`config.mk`:
```
export PLATFORM = sky130hd
export DESIGN_NAME = port_bind_table
export DESIGN_NICKNAME = d
export VERILOG_FILES = /design/src/rtl/port_bind_table.sv
export SDC_FILE = /design/constraint.sdc
export NUM_CORES = 1
export LEC_CHECK = 0
export ABC_AREA = 1
export ABC_CLOCK_PERIOD_IN_PS = 3190
export CORE_UTILIZATION = 37
export CTS_BUF_LIST = sky130_fd_sc_hd__clkbuf_4 sky130_fd_sc_hd__clkbuf_8
export DETAILED_ROUTE_END_ITERATION = 8
export PLACE_DENSITY_LB_ADDON = 0.08
export SYNTH_ARGS = -nofsm -noshare
export SYNTH_HDL_FRONTEND = slang
export SYNTH_SLANG_ARGS = --single-unit
```
`constraint.sdc`:
```
create_clock -name clk -period 3.19 [get_ports clk]
set_input_delay 0.638 -clock clk [delete_from_list [all_inputs] [get_ports clk]]
set_output_delay 0.638 -clock clk [all_outputs]
set_load 0.05 [all_outputs]
```
`src/rtl/port_bind_table.sv`:
```
// Port-binding table: bind/release/query 16-bit ports against ENTRIES slots.
// Latency: accept in cycle T -> rsp_valid in T+ENTRIES+2 (full linear scan, no early exit).
// Backpressure: one request in flight; req_ready low until the response handshakes.
//
// Ports:
//   clk, rst_n              clock, async active-low reset
//   req_valid/req_ready     request handshake; req_op (00 bind, 01 release, 10 query, 11 rsvd), req_port
//   rsp_valid/rsp_ready     response handshake; rsp_status (00 OK, 01 TAKEN, 10 FULL, 11 INVALID), rsp_index
//   bound_count             number of occupied slots
module port_bind_table #(
  parameter int ENTRIES = 8,
  parameter int PORT_W  = 16,
  parameter int IDX_W   = $clog2(ENTRIES),
  parameter int CNT_W   = $clog2(ENTRIES + 1)
) (
  input  logic              clk,
  input  logic              rst_n,
  input  logic              req_valid,
  output logic              req_ready,
  input  logic [1:0]        req_op,
  input  logic [PORT_W-1:0] req_port,
  output logic              rsp_valid,
  input  logic              rsp_ready,
  output logic [1:0]        rsp_status,
  output logic [IDX_W-1:0]  rsp_index,
  output logic [CNT_W-1:0]  bound_count
);

  localparam logic [1:0] OP_BIND = 2'b00;
  localparam logic [1:0] OP_REL  = 2'b01;
  localparam logic [1:0] OP_QRY  = 2'b10;

  localparam logic [1:0] ST_OK      = 2'b00;
  localparam logic [1:0] ST_TAKEN   = 2'b01;
  localparam logic [1:0] ST_FULL    = 2'b10;
  localparam logic [1:0] ST_INVALID = 2'b11;

  typedef enum logic [1:0] {S_IDLE, S_SCAN, S_COMMIT, S_RESP} state_t;

  state_t              r_state;
  state_t              w_state_nxt;

  logic [ENTRIES-1:0]  r_vld;
  logic [PORT_W-1:0]   r_port [ENTRIES];
  logic [CNT_W-1:0]    r_count;

  logic [1:0]          r_req_op;
  logic [PORT_W-1:0]   r_req_port;
  logic [IDX_W-1:0]    r_idx;
  logic                r_hit;
  logic [IDX_W-1:0]    r_hit_idx;
  logic                r_free_found;
  logic [IDX_W-1:0]    r_free_idx;

  logic [1:0]          r_status;
  logic [IDX_W-1:0]    r_index;

  logic                w_slot_hit;
  logic                w_scan_last;
  logic [1:0]          w_cm_status;
  logic [IDX_W-1:0]    w_cm_idx;
  logic                w_cm_set;
  logic                w_cm_clr;

  assign req_ready   = (r_state == S_IDLE);
  assign rsp_valid   = (r_state == S_RESP);
  assign rsp_status  = r_status;
  assign rsp_index   = r_index;
  assign bound_count = r_count;

  assign w_slot_hit  = r_vld[r_idx] && (r_port[r_idx] == r_req_port);
  assign w_scan_last = (r_idx == IDX_W'(ENTRIES - 1));

  always_comb begin
    w_state_nxt = r_state;
    case (r_state)
      S_IDLE:   if (req_valid) w_state_nxt = S_SCAN;
      S_SCAN:   if (w_scan_last) w_state_nxt = S_COMMIT;
      S_COMMIT: w_state_nxt = S_RESP;
      S_RESP:   if (rsp_ready) w_state_nxt = S_IDLE;
      default:  w_state_nxt = S_IDLE;
    endcase
  end

  // Commit decision from the completed scan; port 0 and the reserved op are
  // rejected before any table lookup result is considered.
  always_comb begin
    w_cm_status = ST_INVALID;
    w_cm_idx    = '0;
    w_cm_set    = 1'b0;
    w_cm_clr    = 1'b0;
    if (r_req_port != '0) begin
      case (r_req_op)
        OP_BIND: begin
          if (r_hit) begin
            w_cm_status = ST_TAKEN;
            w_cm_idx    = r_hit_idx;
          end else if (!r_free_found) begin
            w_cm_status = ST_FULL;
          end else begin
            w_cm_status = ST_OK;
            w_cm_idx    = r_free_idx;
            w_cm_set    = 1'b1;
          end
        end
        OP_REL: begin
          if (r_hit) begin
            w_cm_status = ST_OK;
            w_cm_idx    = r_hit_idx;
            w_cm_clr    = 1'b1;
          end
        end
        OP_QRY: begin
          if (r_hit) begin
            w_cm_status = ST_OK;
            w_cm_idx    = r_hit_idx;
          end
        end
        default: begin
        end
      endcase
    end
  end

  always_ff @(posedge clk or negedge rst_n) begin
    if (!rst_n) begin
      r_state      <= S_IDLE;
      r_vld        <= '0;
      r_count      <= '0;
      r_req_op     <= '0;
      r_req_port   <= '0;
      r_idx        <= '0;
      r_hit        <= 1'b0;
      r_hit_idx    <= '0;
      r_free_found <= 1'b0;
      r_free_idx   <= '0;
      r_status     <= '0;
      r_index      <= '0;
    end else begin
      r_state <= w_state_nxt;
      case (r_state)
        S_IDLE: begin
          if (req_valid) begin
            r_req_op     <= req_op;
            r_req_port   <= req_port;
            r_idx        <= '0;
            r_hit        <= 1'b0;
            r_free_found <= 1'b0;
          end
        end
        S_SCAN: begin
          if (w_slot_hit) begin
            r_hit     <= 1'b1;
            r_hit_idx <= r_idx;
          end else if (!r_vld[r_idx] && !r_free_found) begin
            // First invalid slot seen is the lowest free one.
            r_free_found <= 1'b1;
            r_free_idx   <= r_idx;
          end
          r_idx <= r_idx + IDX_W'(1);
        end
        S_COMMIT: begin
          r_status <= w_cm_status;
          r_index  <= w_cm_idx;
          if (w_cm_set) begin
            r_vld[r_free_idx] <= 1'b1;
            r_count           <= r_count + CNT_W'(1);
          end
          if (w_cm_clr) begin
            r_vld[r_hit_idx] <= 1'b0;
            r_count          <= r_count - CNT_W'(1);
          end
        end
        default: begin
        end
      endcase
    end
  end

  // Port storage carries no reset: a slot's contents only matter while its
  // valid bit is set.
  always_ff @(posedge clk) begin
    if (r_state == S_COMMIT && w_cm_set) begin
      r_port[r_free_idx] <= r_req_port;
    end
  end

endmodule

```
# [Yosys cells after proc, flatten, opt, wreduce, memory -nomap -nowiden]
# Memories as Yosys holds them, arrays and structs flattened.
# Index checks and enable logic that the tools add are counted.
[word_totals] wordCells=101 output_inout_bits=11 ramBits=128 latch_bits=0 in_bits=22 mem_bits_ro=0 mem_count=1 reg_bits=48
[op_classes] bitwise=4 magnitude_cmp=5 shift=0 addsub=3 mul=0 n_eq_ne=13 div_mod_pow=0 n_reduce_logical=21 n_mux=42
[mem_list] memory="r_port" depth=8 word_bits=16 rd=1 rd_ports_with_merged_regs=0 write_ports=1 line_no="44" source="logic [PORT_W-1:0] r_port [ENTRIES];"
[ops] op="8-bit 2-to-1 mux" n=3
[ops] op="16-bit equality test" n=1
[ops] op="1-bit 2-to-1 mux" n=16
[ops] op="16-bit nonzero test" n=1
[ops] op="3-bit 2-to-1 mux" n=5
[ops] op="2-bit 2-to-1 mux" n=7
[ops] op="3-bit by 4-bit less-than comparator with 1-bit output, second input constant" n=3
[ops] op="3-bit one-hot mux with 2 select lines" n=2
[ops] op="2-bit inequality test, second input constant" n=5
[ops] op="3-bit AND reduction" n=3
[ops] op="8-bit AND" n=1
[ops] op="4-bit 2-to-1 mux" n=2
[ops] op="8-bit inverter" n=1
[ops] op="8-bit OR" n=1
[ops] op="2-bit one-hot mux with 4 select lines" n=1
[ops] op="2-bit AND reduction" n=4
[ops] op="1-bit demux with 3-bit select" n=2
[ops] op="2-bit equality test, second input constant" n=3
[ops] op="3-bit by 1-bit >= comparator with 1-bit output, second input constant" n=2
[ops] op="1-bit logical AND" n=5
[ops] op="4-bit by 1-bit adder with 4-bit output, second input constant" n=1
[ops] op="2-bit by 1-bit equality test with 1-bit output, second input constant" n=2
[ops] op="2-bit logical NOT" n=2
[ops] op="1-bit one-hot mux with 2 select lines" n=2
[ops] op="other kinds (11)" n=13

# [Longest topological paths before layout]
[logic_depth] ltp_word=9 ltp_mapped=17 depth_no_buf=15

# [Worst setup path after synthesis]
# No wires, ideal clock.
[synth_timing] kind="reg-to-reg" start="register r_req_op[0]" end="memory r_port[0][0], enable pin" path_slack_ns=0.003 setup_ns=0.434 path_buffers=0 stages_incl_launch_ff=6 t_required_ns=2.756 t_arrival_ns=2.753 period_less_slack_ns=3.187 cell_sequence="dfrtp_1 -> inv_1 -> ha_1 -> nand3_1 -> nand3b_1 -> nor4_1"
[synth_via] elab_chain_len=6
[synth_rtl] item="from (decl)" line_no="47" source="logic [1:0] r_req_op;"
[synth_rtl] item="from (signal assigned)" line_no="144" source="r_req_op <= req_op;"
[synth_rtl] item="2-bit logical NOT" line_no="93" source="case (r_req_op)"
[synth_rtl] item="1-bit 2-to-1 mux" line_no="93"
[synth_rtl] item="1-bit 2-to-1 mux" line_no="92" source="if (r_req_port != '0) begin"
[synth_rtl] item="1-bit logical AND" line_no="183" source="if (r_state == S_COMMIT && w_cm_set) begin"
[synth_rtl] item="1-bit 2-to-1 mux" line_no="183"
[synth_rtl] item="1-bit 2-to-1 mux (implied by the code)" line_no="184" source="r_port[r_free_idx] <= r_req_port;"
[synth_rtl] item="to (decl)" line_no="44"
# No other way between the ends.

# [Worst setup path in the final report]
[layout_timing] start="register r_state[1]" end="output port req_ready"
[layout_via] elab_chain_len=1
[layout_rtl] item="from (decl)" line_no="40" source="state_t r_state;"
[layout_rtl] item="from (signal assigned)" line_no="140" source="r_state <= w_state_nxt;"
[layout_rtl] item="2-bit logical NOT" line_no="65" source="assign req_ready = (r_state == S_IDLE);"
[layout_rtl] item="to (decl)" line_no="19" source="output logic req_ready,"
# No other way between the ends.

==> reports/metrics.json <==
{
  "status": "finished clean",
  "power.share.sequential_pct": 39.6,
  "final_hold_viol_count": 0,
  "cts_setup_buffers": 0,
  "flip_flop_and_latch_count_after_synthesis": 176,
  "rsz_0062_raised_after_global_routing": "false",
  "grt_start_max_net_pins": 49,
  "intPower_mw": 5.010,
  "floorplan.core_area_mm2": 0.02182,
  "start_util_pct": 37.68,
  "avgRoutedWirePerCell_um": 17.31,
  "max_slew.worst_pin.slew_ns": 0.7121,
  "slew_headroom_pct": 52.52,
  "placed_cell_area_mm2": 0.008930,
  "synth_most_common_cell": "nand2_1",
  "antenna-diode-count": 0,
  "worstReg2RegStart": "r_req_port[3]",
  "core.rowCount": 54,
  "die_width_um": 151.1,
  "setup_tns_ns": 0,
  "synth-seq-area-share_pct": 61.35,
  "vias": 5815,
  "initialDrtViolationCount": 356,
  "first_global_vias": 5344,
  "power.clock.fraction_pct": 21.3,
  "yosys_warnings": 0,
  "dp_hpwl_um": 13070,
  "clockBufferDepth": 2,
  "timing.critical_path.arrival_ns": 2.05,
  "cts-hold-fix-buffers": 0,
  "cts-root-buf": "clkbuf_8",
  "synth_top_area_cell": "edfxtp_1",
  "power_density_mw_per_mm2": 899.3,
  "synth.top_cells.by_area": "edfxtp_1 (47%), dfrtp_1 (15%), nand2_1 (12%)",
  "numCtsBuffers": 17,
  "sw_frac_of_total_pct": 40.71,
  "p_comb_share_pct": 39.1,
  "synth_area_per_cell_um2": 9.355,
  "critical_path_class": "reg2out",
  "worstPathCellList": "inv_1, ha_1, clkdlybuf4s50_1",
  "worst_path_largest_cell_delay_ns": 0.83,
  "end_kind": "primary output",
  "fin_worst_skew_ns": 0.01389,
  "global_route_wire_length_before_repair_um": 32150,
  "synth.cell_area_mm2": 0.008223,
  "cts.htree.levels": 4,
  "max_cap_violations": 0,
  "final_design_area_no_fill_mm2": 0.009397,
  "ys_types": 33,
  "clk_pin_slew_worst_paths_ns": 0.09,
  "worstSetupStartpointType": "flop",
  "design.die.area_mm2": 0.02282,
  "maximum_frequency_from_static_timing_analysis_ghz": 0.3717,
  "vias_per_cell": 4.774,
  "port_buffers": 32,
  "synth_largest_type_area_fraction_pct": 46.74,
  "synth_top_cells_by_count": "nand2_1 (270), inv_1 (133), edfxtp_1 (128)",
  "area_growth_syn_to_fin_pct": 14.27,
  "clock_sinks": 176,
  "die_h_um": 151.1,
  "ys_dominant_reg_cell": "edfxtp_1",
  "top_level_ports": 33,
  "synthArstFlopShare_pct": 27.27,
  "timing.critical_path.fanout_max": 4,
  "ant_nets": 0,
  "grt-ovfl-total": 0,
  "power_leakage_nw": 4.134,
  "synth_enable_flop_cells": 128,
  "gp_congestion": 0.7641,
  "finalSetupViolCount": 0,
  "period_needed_ns": 2.691,
  "wirelength_um": 21090,
  "tritoncts": "done",
  "synthCells": 879,
  "globalRouteTotalUtil_pct": 19.80,
  "final_core_utilization_pct": 43.06,
  "finish.net_count": 959,
  "highest_ir_drop_seen_on_vdd_uv": 528.9,
  "switchingPower_mw": 3.440,
  "drive_gt1_share_pct": 7.996,
  "reg2reg_slack_ns": 0.73,
  "timing.final.max_slew_violations": 0,
  "endpoint_of_the_lowest_slack_register_to_register_path": "bound_count[3]",
  "hold_path_class": "in2async",
  "timing.final.crit_share_pct": 84.35,
  "drcViolationCount": 0,
  "cts-resized-gates": 0,
  "grt_antenna_before_repair": 0,
  "critical-path-slowest-cell": "clkdlybuf4s50_1",
  "syn-num-nets": 913,
  "worst-endpoint-required_ns": 2.55,
  "clk_latency_ns": 0.47,
  "detail_route.first_pass.iterations": 5,
  "ff_to_ff_path_depth": 13
}
[power by group through the flow]
stage | logic, mW | registers [mW] | clock network, mW
finish | 3.30 | 3.35 | 1.80
global placement | 3.33 | 3.40 | 0
global route | 3.73 | 3.41 | 1.92
detailed placement | 3.33 | 3.40 | 0
CTS | 3.35 | 3.35 | 1.83
floorplan | 2.21 | 3.46 | 0
[critical path, delay by kind of cell, from the launching register on]
| family | cells | cell delay, ns |
|---|---|---|
| buffers and inverters | 2 | 0.93 |
| DFF | 1 | 0.42 |
| adders and majority gates | 1 | 0.23 |
[how the worst max path moves through the flow]
stage	from	end	slack [ns]	cells past startpoint
2_1_floorplan	r_req_op[0]	r_port[0][0]	0.003	5
3_3_place_gp	r_req_port[3]	bound_count[3]	0.73	13
3_5_place_dp	r_req_port[3]	bound_count[3]	0.70	13
4_1_cts	r_state[0]	req_ready	0.48	3
5_1_grt	r_state[0]	req_ready	0.40	3
6_report	r_state[1]	req_ready	0.50	3
[flip-flops by register name, indices dropped and copies added, names as in the netlist]
signal,cells
r_port,128
r_req_port,16
r_vld,8
bound_count,4
r_free_idx,3
r_hit_idx,3
r_idx,3
rsp_index,3
r_req_op,2
r_state,2
rsp_status,2
r_free_found,1
r_hit,1
[stage by stage]
| stage | hold slack [ns] | total power, mW | cells | setup slack, ns |
|---|---|---|---|---|
| after detailed placement | 0.4661 | 6.730 | 1186 | 0.6989 |
| after CTS | 0.3250 | 8.528 | 1218 | 0.4831 |
| final | 0.2945 | 8.450 | 1218 | 0.4993 |
| after floorplan | 0.3424 | 5.673 | 879 | 0.003354 |
| after global placement | 0.4616 | 6.733 | 1186 | 0.7320 |
| after global routing | 0.3504 | 9.062 | 1218 | 0.4026 |
[area by class of cell]
class                           count  area [um^2]
Timing Repair Buffer               58        510.5
Multi-Input combinational cell    534         2505
Fill cell                        2113        12430
Sequential cell                   176         5046
Inverter                          138        518.0
Clock inverter                     10        182.7
Clock buffer                       22        284.0
Tap cell                          280        350.3
[routing by layer]
metal | vias to the layer above | share of wire, % | global-route usage (%)
li1 | 2933 | - | -
met1 | 2760 | 49 | 28.22
met2 | 97 | 46 | 30.83
met3 | 25 | 3.1 | 2.771
met4 | 0 | 1.8 | 6.950
met5 | - | 0 | 0
[layout by cell type (no fill, tap or decap), types with 6 or more instances in the layout]
master,netlist,final
a2bb2oi_1,7,7
dfrtp_1,48,47
nand4_1,6,6
clkbuf_8,0,19
edfxtp_1,128,128
o21ai_0,34,34
nand3_1,103,103
nor4_2,0,6
nor2_1,59,59
ha_1,11,11
buf_4,3,26
a21oi_1,7,7
clkdlybuf4s50_1,0,31
nand2_1,270,270
inv_1,133,133
[logic make-up (layout without fill, tap and decap cells)]
group | after synthesis | after routing | share of synthesized area, %
compound gates | 59 | 59 | 4.124
xor+xnor | 4 | 4 | 0.4261
fa+ha+maj | 12 | 12 | 1.917
buf+inv | 169 | 228 | 8.764
flops | 176 | 176 | 61.35
mux | 2 | 2 | 0.2587
simple gates | 457 | 457 | 23.16
No activity file was read; power rests on OpenSTA's default activity.
